`config.mk`:
```
export PLATFORM = sky130hd
export DESIGN_NAME = fetch_stall_controller
export DESIGN_NICKNAME = d
export VERILOG_FILES = /design/src/rtl/fetch_stall_controller.sv
export SDC_FILE = /design/constraint.sdc
export NUM_CORES = 1
export LEC_CHECK = 0
export CELL_PAD_IN_SITES_DETAIL_PLACEMENT = 1
export CELL_PAD_IN_SITES_GLOBAL_PLACEMENT = 1
export CORE_MARGIN = 1.5
export CORE_UTILIZATION = 41
export CTS_BUF_LIST = sky130_fd_sc_hd__clkbuf_4 sky130_fd_sc_hd__clkbuf_8
export DETAILED_ROUTE_END_ITERATION = 12
export PLACE_DENSITY = 0.92
export SLEW_MARGIN = 25
export SYNTH_ARGS = -nofsm -noshare
export SYNTH_HDL_FRONTEND = slang
export SYNTH_SLANG_ARGS = --single-unit
export TNS_END_PERCENT = 100
```
`constraint.sdc`:
```
create_clock -name clock -period 2.05 [get_ports clock]
set_input_delay 0.3075 -clock clock [delete_from_list [all_inputs] [get_ports clock]]
set_output_delay 0.3075 -clock clock [all_outputs]
set_load 0.01 [all_outputs]
```
`src/rtl/fetch_stall_controller.sv`:
```
`default_nettype none
// ============================================================================
// Module      : fetch_stall_controller
// Description : IF-stage stall/flush controller with I-cache refill handshake
//               and refill timeout. Optional perf counters: FETCH_PERF_CNT_EN.
// Revision    : 1.0 - initial release
// ============================================================================
module fetch_stall_controller #(
  parameter int unsigned REFILL_TIMEOUT = 255
) (
  input  logic        clock,
  input  logic        reset_n,
  input  logic        fetch_valid,
  input  logic        hit,
  input  logic        load_use_hazard,
  input  logic        branch_taken,
  input  logic        mem_ack,
  input  logic        mem_done,
  output logic        mem_req,
  output logic        pc_write,
  output logic        if_id_write,
  output logic        if_id_flush,
  output logic        refill_error
`ifdef FETCH_PERF_CNT_EN
  ,
  output logic [31:0] stall_cycles,
  output logic [15:0] miss_count
`endif
);

  typedef enum logic [2:0] {
    ST_RUN       = 3'd0,
    ST_MISS_REQ  = 3'd1,
    ST_MISS_WAIT = 3'd2,
    ST_REFILL    = 3'd3,
    ST_ERROR     = 3'd4
  } state_t;

  // The counter reads N-1 during the N-th outstanding cycle.
  localparam logic [7:0] C_TIMEOUT_LAST = 8'(REFILL_TIMEOUT - 1);

  state_t     r_state;
  state_t     w_state_nxt;
  logic [7:0] r_tmo_cnt;
  logic       w_timeout;
  logic       w_enter_miss;
  logic       w_pc_write;
  logic       w_if_id_write;
  logic       w_if_id_flush;
  logic       w_mem_req;

  assign w_timeout = (r_tmo_cnt >= C_TIMEOUT_LAST);

  always_ff @(posedge clock or negedge reset_n) begin
    if (!reset_n) begin
      r_state <= ST_RUN;
    end else begin
      r_state <= w_state_nxt;
    end
  end

  always_ff @(posedge clock or negedge reset_n) begin
    if (!reset_n) begin
      r_tmo_cnt <= 8'd0;
    end else if (w_enter_miss) begin
      r_tmo_cnt <= 8'd0;
    end else if (r_state == ST_MISS_REQ || r_state == ST_MISS_WAIT) begin
      r_tmo_cnt <= r_tmo_cnt + 8'd1;
    end
  end

  always_comb begin
    w_state_nxt   = r_state;
    w_enter_miss  = 1'b0;
    w_pc_write    = 1'b0;
    w_if_id_write = 1'b0;
    w_if_id_flush = 1'b0;
    w_mem_req     = 1'b0;
    case (r_state)
      ST_RUN: begin
        if (branch_taken) begin
          w_pc_write    = 1'b1;
          w_if_id_flush = 1'b1;
        end else if (fetch_valid && !hit) begin
          w_state_nxt  = ST_MISS_REQ;
          w_enter_miss = 1'b1;
        end else begin
          w_pc_write    = !load_use_hazard;
          w_if_id_write = !load_use_hazard;
        end
      end
      ST_MISS_REQ: begin
        w_mem_req     = 1'b1;
        w_pc_write    = branch_taken;
        w_if_id_flush = branch_taken;
        if (mem_ack) begin
          w_state_nxt = ST_MISS_WAIT;
        end else if (w_timeout) begin
          w_state_nxt = ST_ERROR;
        end
      end
      ST_MISS_WAIT: begin
        w_pc_write    = branch_taken;
        w_if_id_flush = branch_taken;
        if (mem_done) begin
          w_state_nxt = ST_REFILL;
        end else if (w_timeout) begin
          w_state_nxt = ST_ERROR;
        end
      end
      ST_REFILL: begin
        // A redirect here must not cancel the refill; the line is already in.
        w_pc_write    = branch_taken;
        w_if_id_flush = branch_taken;
        w_state_nxt   = ST_RUN;
      end
      ST_ERROR: begin
        w_state_nxt = ST_ERROR;
      end
      default: begin
        w_state_nxt = ST_RUN;
      end
    endcase
  end

  // Reset overrides the decode so the pipeline is held and flushed meanwhile.
  assign pc_write     = reset_n & w_pc_write;
  assign if_id_write  = reset_n & w_if_id_write;
  assign if_id_flush  = !reset_n | w_if_id_flush;
  assign mem_req      = reset_n & w_mem_req;
  assign refill_error = reset_n & (r_state == ST_ERROR);

`ifdef FETCH_PERF_CNT_EN
  logic [31:0] r_stall_cycles;
  logic [15:0] r_miss_count;

  always_ff @(posedge clock or negedge reset_n) begin
    if (!reset_n) begin
      r_stall_cycles <= 32'd0;
      r_miss_count   <= 16'd0;
    end else begin
      if (!w_pc_write && !(&r_stall_cycles)) begin
        r_stall_cycles <= r_stall_cycles + 32'd1;
      end
      if (w_enter_miss && !(&r_miss_count)) begin
        r_miss_count <= r_miss_count + 16'd1;
      end
    end
  end

  assign stall_cycles = r_stall_cycles;
  assign miss_count   = r_miss_count;
`endif

endmodule
`default_nettype wire

```
==> results_dict.tcl, run 1 <==
set metrics [dict create \
    synth_seq_cells 11 \
    drtIter0Drc 3 \
    clk_root_buffer_cell "clkbuf_4" \
    place.detailed.hpwl_mm 1.47 \
    setup_repair_after_global_routing_missed_its_margin "false" \
    grt_pass1_vias 729 \
    finalInstanceArea_sq_um 958 \
    netlist-cell-type-count 37 \
    antenna_left 0 \
    cellLeakagePower_nw 0.406 \
    r2r.worst_path.cells 4 \
    path_max_fanout 2 \
    fill_cells 216 \
    setup_tns_ps 0 \
    crit_type "reg -> out" \
    critical_path_arrival_ps 1640 \
    worst-slew-pin-transition_ps 651 \
    dieArea_sq_mm 0.00213 \
    drt_first_pass_iters 3 \
    synth_warnings 0 \
    cap_viol_max_count 0 \
    gpl.final_weighted_congestion 0.746 \
    initial_utilization_pct 43.8 \
    insertedDiodeCount 0 \
    setup_violations 0 \
    post_route_cells_drive_above_1_share_pct 19.2 \
    period_share_pct 95.0 \
    route.detailed.vias_per_inst 5.53 \
    timing.clock.skew_ps 0.782 \
    detail_route.drc_violations 0 \
    worst_setup_path_end_kind "primary output" \
    drt_wl_total_mm 1.86 \
    cts.htree.levels 1 \
    flow.area_growth_from_synthesis_pct 25.4 \
    dpl-instance-area_sq_um 917 \
    die_height_um 46.2 \
    std_cell_rows 15 \
    placeableCoreArea_sq_mm 0.00175 \
    synth_seq_area_share_pct 36.0 \
    die-width_um 46.2 \
    timing.critical_path.slowest_stage_cell "or3_4" \
    startpoint_type "register" \
    worst_skew_pair.late_latency_ps 270 \
    clockBufferDepth 2 \
    syn_area_per_cell_sq_um 9.21 \
    grt_overflow_total 0 \
    p_per_area_mw_per_mm2 1100 \
    tritoncts_num_sinks 11 \
    antenna_found_initial 0 \
    cts_tree "done" \
    timing.critical_path.cells "or3_4 > nor3_2 > o21a_1 > dlygate4sd2_1" \
    grt_first_pass_wirelength_mm 3.15 \
    cts_hold_buf 0 \
    vdd_drop_max_mv 0.452 \
    tritoncts.num_buffers 3 \
    required_time_of_the_critical_path_ps 1740 \
    largest_net_degree_at_the_start_of_global_routing 19 \
    wl_per_cell_um 15.0 \
    min_period_ps 1950 \
    synth_area_sq_um 764 \
    placement.io_buffers 12 \
    crit_path_max_incr_delay_ps 390 \
    worstHoldPathType "in -> async" \
    pin_count 13 \
    fmaxAchievable_mhz 514 \
    number_of_hold_violations_in_the_final_report 0 \
    dr_total_vias 686 \
    gr-usage-all-layers_pct 21.4 \
    synth_nets 93 \
    final_net_count 110 \
    timing.final.max_slew_violations 0 \
    relative_slew_slack_pct 56.4 \
    cts.clk_slew.worst_paths_ps 70 \
    cells_after_synth 83 \
    run_status "finished clean" \
]
==> through the flow <==
stage / hold WS (ps) / setup slack, ps / std cells / total power, mW / util, %
floorplan: 11.9 / 381 / 83 / 0.753 / -
global placement: 536 / 50.1 / 120 / 0.838 / 52.5
detailed placement: 559 / 22.1 / 120 / 0.875 / 52.5
CTS: 488 / 20.9 / 124 / 1.05 / 54.8
global route: 133 / 11.1 / 124 / 1.15 / 54.9
finish: 110 / 103 / 124 / 1.06 / 54.9
==> placed cells by master, fill, tap and decap left out, types with 2 or more instances in the layout <==
cell type / instances
dfrtp_1: 11
clkdlybuf4s50_1: 8
a21oi_1: 6
buf_4: 6
o21ai_0: 5
nand2_1: 5
o31ai_1: 5
inv_1: 4
or4_1: 4
clkbuf_4: 4
nor2_1: 3
nand2b_1: 3
nor3_1: 2
or3b_2: 2
nand3_1: 2
o211ai_1: 2
or3_1: 2
ha_1: 2
dlygate4sd2_1: 2
==> area by class of cell <==
type,count,area [sq um],area share (%)
Multi-Input combinational cell,62,447,46.6
Sequential cell,11,275,28.7
Timing Repair Buffer,18,160,16.7
Tap cell,25,31.3,3.26
Clock buffer,4,30.0,3.13
Inverter,4,15.0,1.57
==> Yosys cell counts (all sizes together) <==
cell type / n / share of area [%]
inv: 4 / 2.0
and3: 1 / 0.82
nor2: 4 / 2.9
nor4b: 1 / 2.0
o31ai: 5 / 4.9
o21a: 1 / 0.98
xnor2: 1 / 2.1
nand3b: 1 / 0.98
nand2: 5 / 2.5
ha: 2 / 3.3
o21ai: 5 / 3.3
o21bai: 1 / 0.98
maj3: 1 / 1.3
or3b: 2 / 2.3
or4: 4 / 3.9
nand4: 1 / 0.82
mux2i: 1 / 1.3
nor2b: 1 / 0.82
o311ai: 1 / 1.1
a21oi: 6 / 3.9
nand2b: 3 / 2.5
a221oi: 1 / 1.1
nand3: 2 / 1.3
clkbuf: 1 / 0.49
dfrtp: 11 / 36
nor3: 3 / 2.6
o211ai: 2 / 2.0
nor3b: 1 / 0.98
buf: 5 / 5.2
and2: 1 / 0.82
o22a: 1 / 1.1
o221ai: 1 / 1.1
or3: 3 / 2.5
==> where the power goes <==
part | internal [mW] | total, mW | switching, mW
clock | 0.0887 | 0.163 | 0.0741
sequential | 0.291 | 0.369 | 0.0778
combinational | 0.234 | 0.525 | 0.291
total | 0.613 | 1.06 | 0.443
==> metal layers <==
layer	share of wire (%)	track usage [%]	vias to the layer above
met1	43	26.9	328
met4	0.75	5.14	0
li1	-	-	342
met2	53	34.4	13
met3	3.3	8.24	3
met5	0	0	-
==> state kept, by name, indices dropped and copies added (netlist names) <==
signal	count
r_state	3
r_tmo_cnt	8
==> logic make-up after synthesis <==
kind of cell	Yosys count	share of synthesized area (%)
compound gates	24	20.6
xor+xnor	1	2.13
fa+ha+maj	3	4.58
buf+inv	10	7.69
flops	11	36.0
mux	1	1.31
simple gates	33	27.7
==> worst paths after layout <==
check	endpoint	slack [ps]	from
worst max register to register	r_tmo_cnt[6]	440	r_state[1]
min in group clock	r_tmo_cnt[5]	570	r_tmo_cnt[5]
worst min register to register	r_tmo_cnt[5]	570	r_tmo_cnt[5]
max in group asynchronous	r_tmo_cnt[0]	1800	reset_n
worst min-delay path	r_state[2]	110	reset_n
worst max-delay path	pc_write	100	r_state[1]
==> worst max-delay path, delay by kind of cell (launching register included) <==
family / cells / cell delay (ps)
AOI/OAI and AO/OA: 1 / 130
DFF: 1 / 380
buffers and inverters: 1 / 260
and+or+nand+nor: 2 / 590
==> repair_timing <==
item	in CTS	in global routing
resized for setup	6	3
setup buffers	0	0
setup endpoints to repair	3	3
pin swaps	1	1
Power figures use the tool's default switching activity.
==> run 2: changes to the inputs <==
Settings changed: RECOVER_POWER from default to 25.
Clock period 2.05 ns to 1.8 ns, I/O delays scaled along.
==> run 2 against run 1 <==
  * Utilization grew 0.072 points
  * Critical path type unchanged
  * Global-route usage down 0.52 points
  * Count of clock-buffer cells in the layout unchanged
  * Design area increased by 0.13%
  * Worst setup slack got worse by 61 ps
  * Register-to-register slack worse by 250 ps
  * Routed wire length decreased by 0.59%
  * Clock skew rose by 1.5 ps
  * Sequential power up 14%
  * Highest routed layer unchanged
  * Combinational power up 14%
==> results_dict.tcl, run 2 (synthesis gave the netlist of run 1 again) <==
set metrics [dict create \
    fin_util_pct 55.0 \
    required_time_of_the_critical_path_ps 1530 \
    setup_violations 0 \
    p_per_area_mw_per_mm2 1260 \
    power_report.internal_total_mw 0.698 \
    wl_per_cell_um 14.8 \
    pwr-share-clk_pct 15.3 \
    route.detailed.vias_per_inst 5.66 \
    insertedDiodeCount 0 \
    flow.area_growth_from_synthesis_pct 25.5 \
    largest-register "r_tmo_cnt" \
    std_cell_rows 15 \
    worst-path-buf-inv 1 \
    grt_first_pass_wirelength_mm 3.15 \
    run_status "finished clean" \
    gr-usage-all-layers_pct 20.9 \
    power.share.combinational_pct 49.9 \
    reg2reg_slack_ps 190 \
    gpl.final_weighted_congestion 0.753 \
    antenna_found_initial 0 \
    grt_pass1_vias 736 \
    cts_hold_buf 0 \
    clk_root_buffer_cell "clkbuf_4" \
    crit_path_max_incr_delay_ps 410 \
    die_height_um 46.2 \
    number_of_hold_violations_in_the_final_report 0 \
    initial_utilization_pct 43.8 \
    min_period_ps 1760 \
    top_regs "r_tmo_cnt: 8 flops, r_state: 3 flops" \
    worstHoldPathType "in -> async" \
    crit_type "reg -> out" \
    post_route_cells_drive_above_1_share_pct 21.0 \
    die-width_um 46.2 \
    drt_first_pass_iters 2 \
    final_cell_count_no_fill 125 \
    largest_net_degree_at_the_start_of_global_routing 19 \
    cap_viol_max_count 0 \
    relative_slew_slack_pct 57.2 \
    timing.clock.skew_ps 2.28 \
    critical_path_arrival_ps 1490 \
    vdd_drop_max_mv 0.671 \
    timing.final.max_slew_violations 0 \
    path_max_fanout 2 \
    antenna_left 0 \
    final_net_count 111 \
    dr_total_vias 708 \
    grt_overflow_total 0 \
    sw_frac_of_total_pct 42.1 \
    cellLeakagePower_nw 0.410 \
    drtIter0Drc 2 \
    cts.htree.levels 1 \
    period_share_pct 97.7 \
    placement.io_buffers 12 \
    cts.clk_slew.worst_paths_ps 70 \
    largest_register_ff_count 8 \
    startpoint_type "register" \
    drt_wl_total_mm 1.85 \
    worst_setup_path_end_kind "primary output" \
    detail_route.drc_violations 0 \
    cts_tree "done" \
    switchingPower_mw 0.507 \
    hold_ws_ps 217 \
    critical-path-top-delay-family "simple AND/OR/NAND/NOR gates" \
    numPlacedInstances 121 \
    post-cts-setup-buffers 0 \
    placeableCoreArea_sq_mm 0.00175 \
    worst-slew-pin-transition_ps 639 \
    seq_power_share_pct 34.8 \
    final_common_cell "dfrtp_1" \
    place.detailed.hpwl_mm 1.46 \
    most-common-layout-cells "dfrtp_1, a21oi_1, clkdlybuf4s50_1, buf_4" \
    pin_count 13 \
    tritoncts_num_sinks 11 \
    setup_repair_after_global_routing_missed_its_margin "true" \
    worst_skew_pair.late_latency_ps 270 \
    clockBufferDepth 2 \
    timing.critical_path.cells "or3_4 > nor3_4 > and3_1 > buf_2" \
    timing.critical_path.slowest_stage_cell "or3_4" \
    fmaxAchievable_mhz 569 \
    dieArea_sq_mm 0.00213 \
    tritoncts.num_buffers 3 \
]
[run 2: cell count changes in the layout (fill, tap and decap cells not counted), sizes merged]
cell,previous run,this run
buf,6,9
clkbuf,5,4
clkdlybuf4s50,8,6
dlygate4sd2,2,4
dlymetal6s2s,1,0
[run 2: final cells by class]
class | instances | area (sq um)
multi-input combinational | 62 | 447
fill | 221 | 786
clock buffer | 4 | 30.0
tap | 25 | 31.3
sequential | 11 | 275
timing repair buffer | 19 | 161
inverter | 4 | 15.0
[run 2: worst paths after layout]
path,startpoint,end,cells past startpoint
worst min-delay path,reset_n,r_tmo_cnt[7],2
max in group asynchronous,reset_n,r_tmo_cnt[0],2
min in group clock,r_tmo_cnt[5],r_tmo_cnt[5],2
worst min register to register,r_tmo_cnt[5],r_tmo_cnt[5],2
worst max register to register,r_state[0],r_tmo_cnt[5],4
worst max-delay path,r_state[1],if_id_write,4
[run 2: layer usage]
| layer | track usage, % | up-vias | wire (um) |
|---|---|---|---|
| met1 | 24.3 | 349 | 826 |
| met2 | 35.6 | 12 | 943 |
| met5 | 0 | - | 0 |
| li1 | - | 345 | - |
| met4 | 5.71 | 0 | 16 |
| met3 | 7.84 | 2 | 58 |
[run 2: timing repair]
action                     4_1_cts  5_1_grt
pin swaps                        1        1
resized for setup               16        0
setup endpoints to repair        5        2
[run 2: power by group through the flow]
stage          Sequential (mW)  Combinational [mW]  Clock, mW
2_1_floorplan            0.396               0.461          0
3_3_place_gp             0.414               0.555          0
3_5_place_dp             0.424               0.592          0
4_1_cts                  0.419               0.612      0.196
5_1_grt                  0.432               0.675      0.206
6_report                 0.419               0.601      0.185
[run 2: through the flow]
stage               total power, mW  instance area, sq um  TNS (ps)  setup WS (ps)
finish                         1.20                   960         0           42.2
global route                   1.31                   960     -20.5          -20.5
CTS                            1.23                   960     -56.7          -56.7
detailed placement             1.02                   925      -495           -164
global placement              0.969                   925      -333           -118
floorplan                     0.857                   764         0            169
==> run 3: changes to the inputs <==
Settings changed: CTS_CLUSTER_SIZE from default to 40, HOLD_SLACK_MARGIN from default to 0.03.
==> results of run 3 <==
No change in the layout: final DEF, timing and power equal those of run 2.
==> patch: new RTL, flow settings as in run 3 <==
Build with the macro `FETCH_PERF_CNT_EN` defined.
--- a/src/rtl/fetch_stall_controller.sv
+++ b/src/rtl/fetch_stall_controller.sv
@@ -5,6 +5,8 @@
 //               and refill timeout. Optional perf counters: FETCH_PERF_CNT_EN.
 // Revision    : 1.0 - initial release
 // ============================================================================
+`define FETCH_PERF_CNT_EN
+
 module fetch_stall_controller #(
   parameter int unsigned REFILL_TIMEOUT = 255
 ) (
Formal check against the unedited RTL (old outputs only; new: miss_count and stall_cycles): equivalent (equiv_simple and equiv_induct, registers matched by name and starting in step).
==> patch against run 3 <==
- synthesized area grew to 3.9 times the old value
- the flow now stops in global routing (5_1_grt)
==> patch: results (changes against run 3) <==
\begin{tabular}{lr}
\hline
Metric & Value \\
\hline
\multicolumn{2}{l}{\textbf{Logic synthesis}} \\
\quad Number of warnings printed during yosys synthesis & 0 (unchanged) \\
\quad Synth top cells by count & 59 x sky130\_fd\_sc\_hd\_\_dfrtp\_1, 36 x sky130\_fd\_sc\_hd\_\_xnor2\_1, 28 x sky130\_fd\_sc\_hd\_\_nand2\_1 (was 11 x sky130\_fd\_sc\_hd\_\_dfrtp\_1, 6 x sky130\_fd\_sc\_hd\_\_a21oi\_1, 5 x sky130\_fd\_sc\_hd\_\_nand2\_1, 5 x sky130\_fd\_sc\_hd\_\_o21ai\_0, 5 x sky130\_fd\_sc\_hd\_\_o31ai\_1) \\
\quad Post-Syn Nets & 303 (was 93) \\
\quad Synthesized instance count & 291 (was 83) \\
\quad Largest cells by area after synthesis & sky130\_fd\_sc\_hd\_\_dfrtp\_1 50\%, sky130\_fd\_sc\_hd\_\_xnor2\_1 11\%, sky130\_fd\_sc\_hd\_\_xor2\_1 4.7\% (was sky130\_fd\_sc\_hd\_\_dfrtp\_1 36\%, sky130\_fd\_sc\_hd\_\_o31ai\_1 4.9\%, sky130\_fd\_sc\_hd\_\_a21oi\_1 3.9\%) \\
\quad Predominant post-synthesis flop cell & sky130\_fd\_sc\_hd\_\_dfrtp\_1 (unchanged) \\
\quad Portion of the post-synthesis area used by sequential elements & 49.62\% (was 36.01\%) \\
\quad Distinct cell type count of the synthesized netlist & 40 (was 37) \\
\quad Async set-or-reset flop fraction in the synthesized netlist & 100.0\% (unchanged) \\
\multicolumn{2}{l}{\textbf{Clock tree}} \\
\quad Number of buffers created by CTS & 9 (was 3) \\
\quad Number of sinks handled by clock tree synthesis & 59 (was 11) \\
\quad Root buffer cell & sky130\_fd\_sc\_hd\_\_clkbuf\_8 (was sky130\_fd\_sc\_hd\_\_clkbuf\_4) \\
\quad Buffer levels on the longest clock path & 2 (unchanged) \\
\quad H-tree depth reported by CTS & 3 (was 1) \\
\multicolumn{2}{l}{\textbf{STA}} \\
\quad Worst endpoint after global-route timing repair & miss\_count[15]\$\_DFFE\_PN0P\_/D \\
\quad Worst End Pin Type & sequential cell input \\
\multicolumn{2}{l}{\textbf{Placed design}} \\
\quad Placed Cells & 495 (was 121) \\
\quad Count of buffers inserted at the top-level ports & 60 (was 12) \\
\quad Post-DP HPWL & 6958 um (was 1461 um) \\
\quad Global placement routability congestion & 0.9351 (was 0.7532) \\
\multicolumn{2}{l}{\textbf{Global route}} \\
\quad Pin count of the biggest net entering global routing & 50 \\
\quad Antenna violations before repair & 0 \\
\multicolumn{2}{l}{\textbf{Status}} \\
\quad Step where the flow halted & global routing (5\_1\_grt) \\
\quad Result of the run & did not finish (was finished clean) \\
\quad Error message & [ERROR DPL-0033] detailed placement checks failed during check placement. \\
\hline
\end{tabular}
-- patch: cell types whose count changed after synthesis, sizes merged, moves of 5 or more --
cell          run 3  this run
nor3              3        14
nand2             5        28
dfrtp            11        59
xor2              0        16
nand4             1        20
o21ai             5         0
nor2              4        20
nand3             2        17
and3              1         7
xnor2             1        36
and4              0         6
inv               4        11
-- patch: timing repair --
action | 4_1_cts
pin swaps | 43
endpoints found under the setup margin | 49
hold endpoints to repair | 10
hold buffers | 1
buffers inserted | 12
resized for setup | 87
-- patch: cells by family after synthesis --
logic type	after synthesis	share of synthesized area (%)
adders and majority gates	4	1.682
AOI/OAI and AO/OA	15	3.322
and+or+nand+nor	143	26.83
buffers and inverters	15	2.145
xor gates and xnor gates	52	15.31
DFF	59	49.62
muxes	3	1.093
-- patch: through the flow --
step / cell area [sq um] / hold slack [ns] / setup WS [ns] / TNS [ns]
global placement: 4104 / 0.1271 / -0.3930 / -9.960
detailed placement: 4104 / 0.1332 / -0.5008 / -13.51
CTS: 4693 / 0.1881 / -0.2422 / -3.221
floorplan: 3022 / -0.02559 / -0.3426 / -4.277
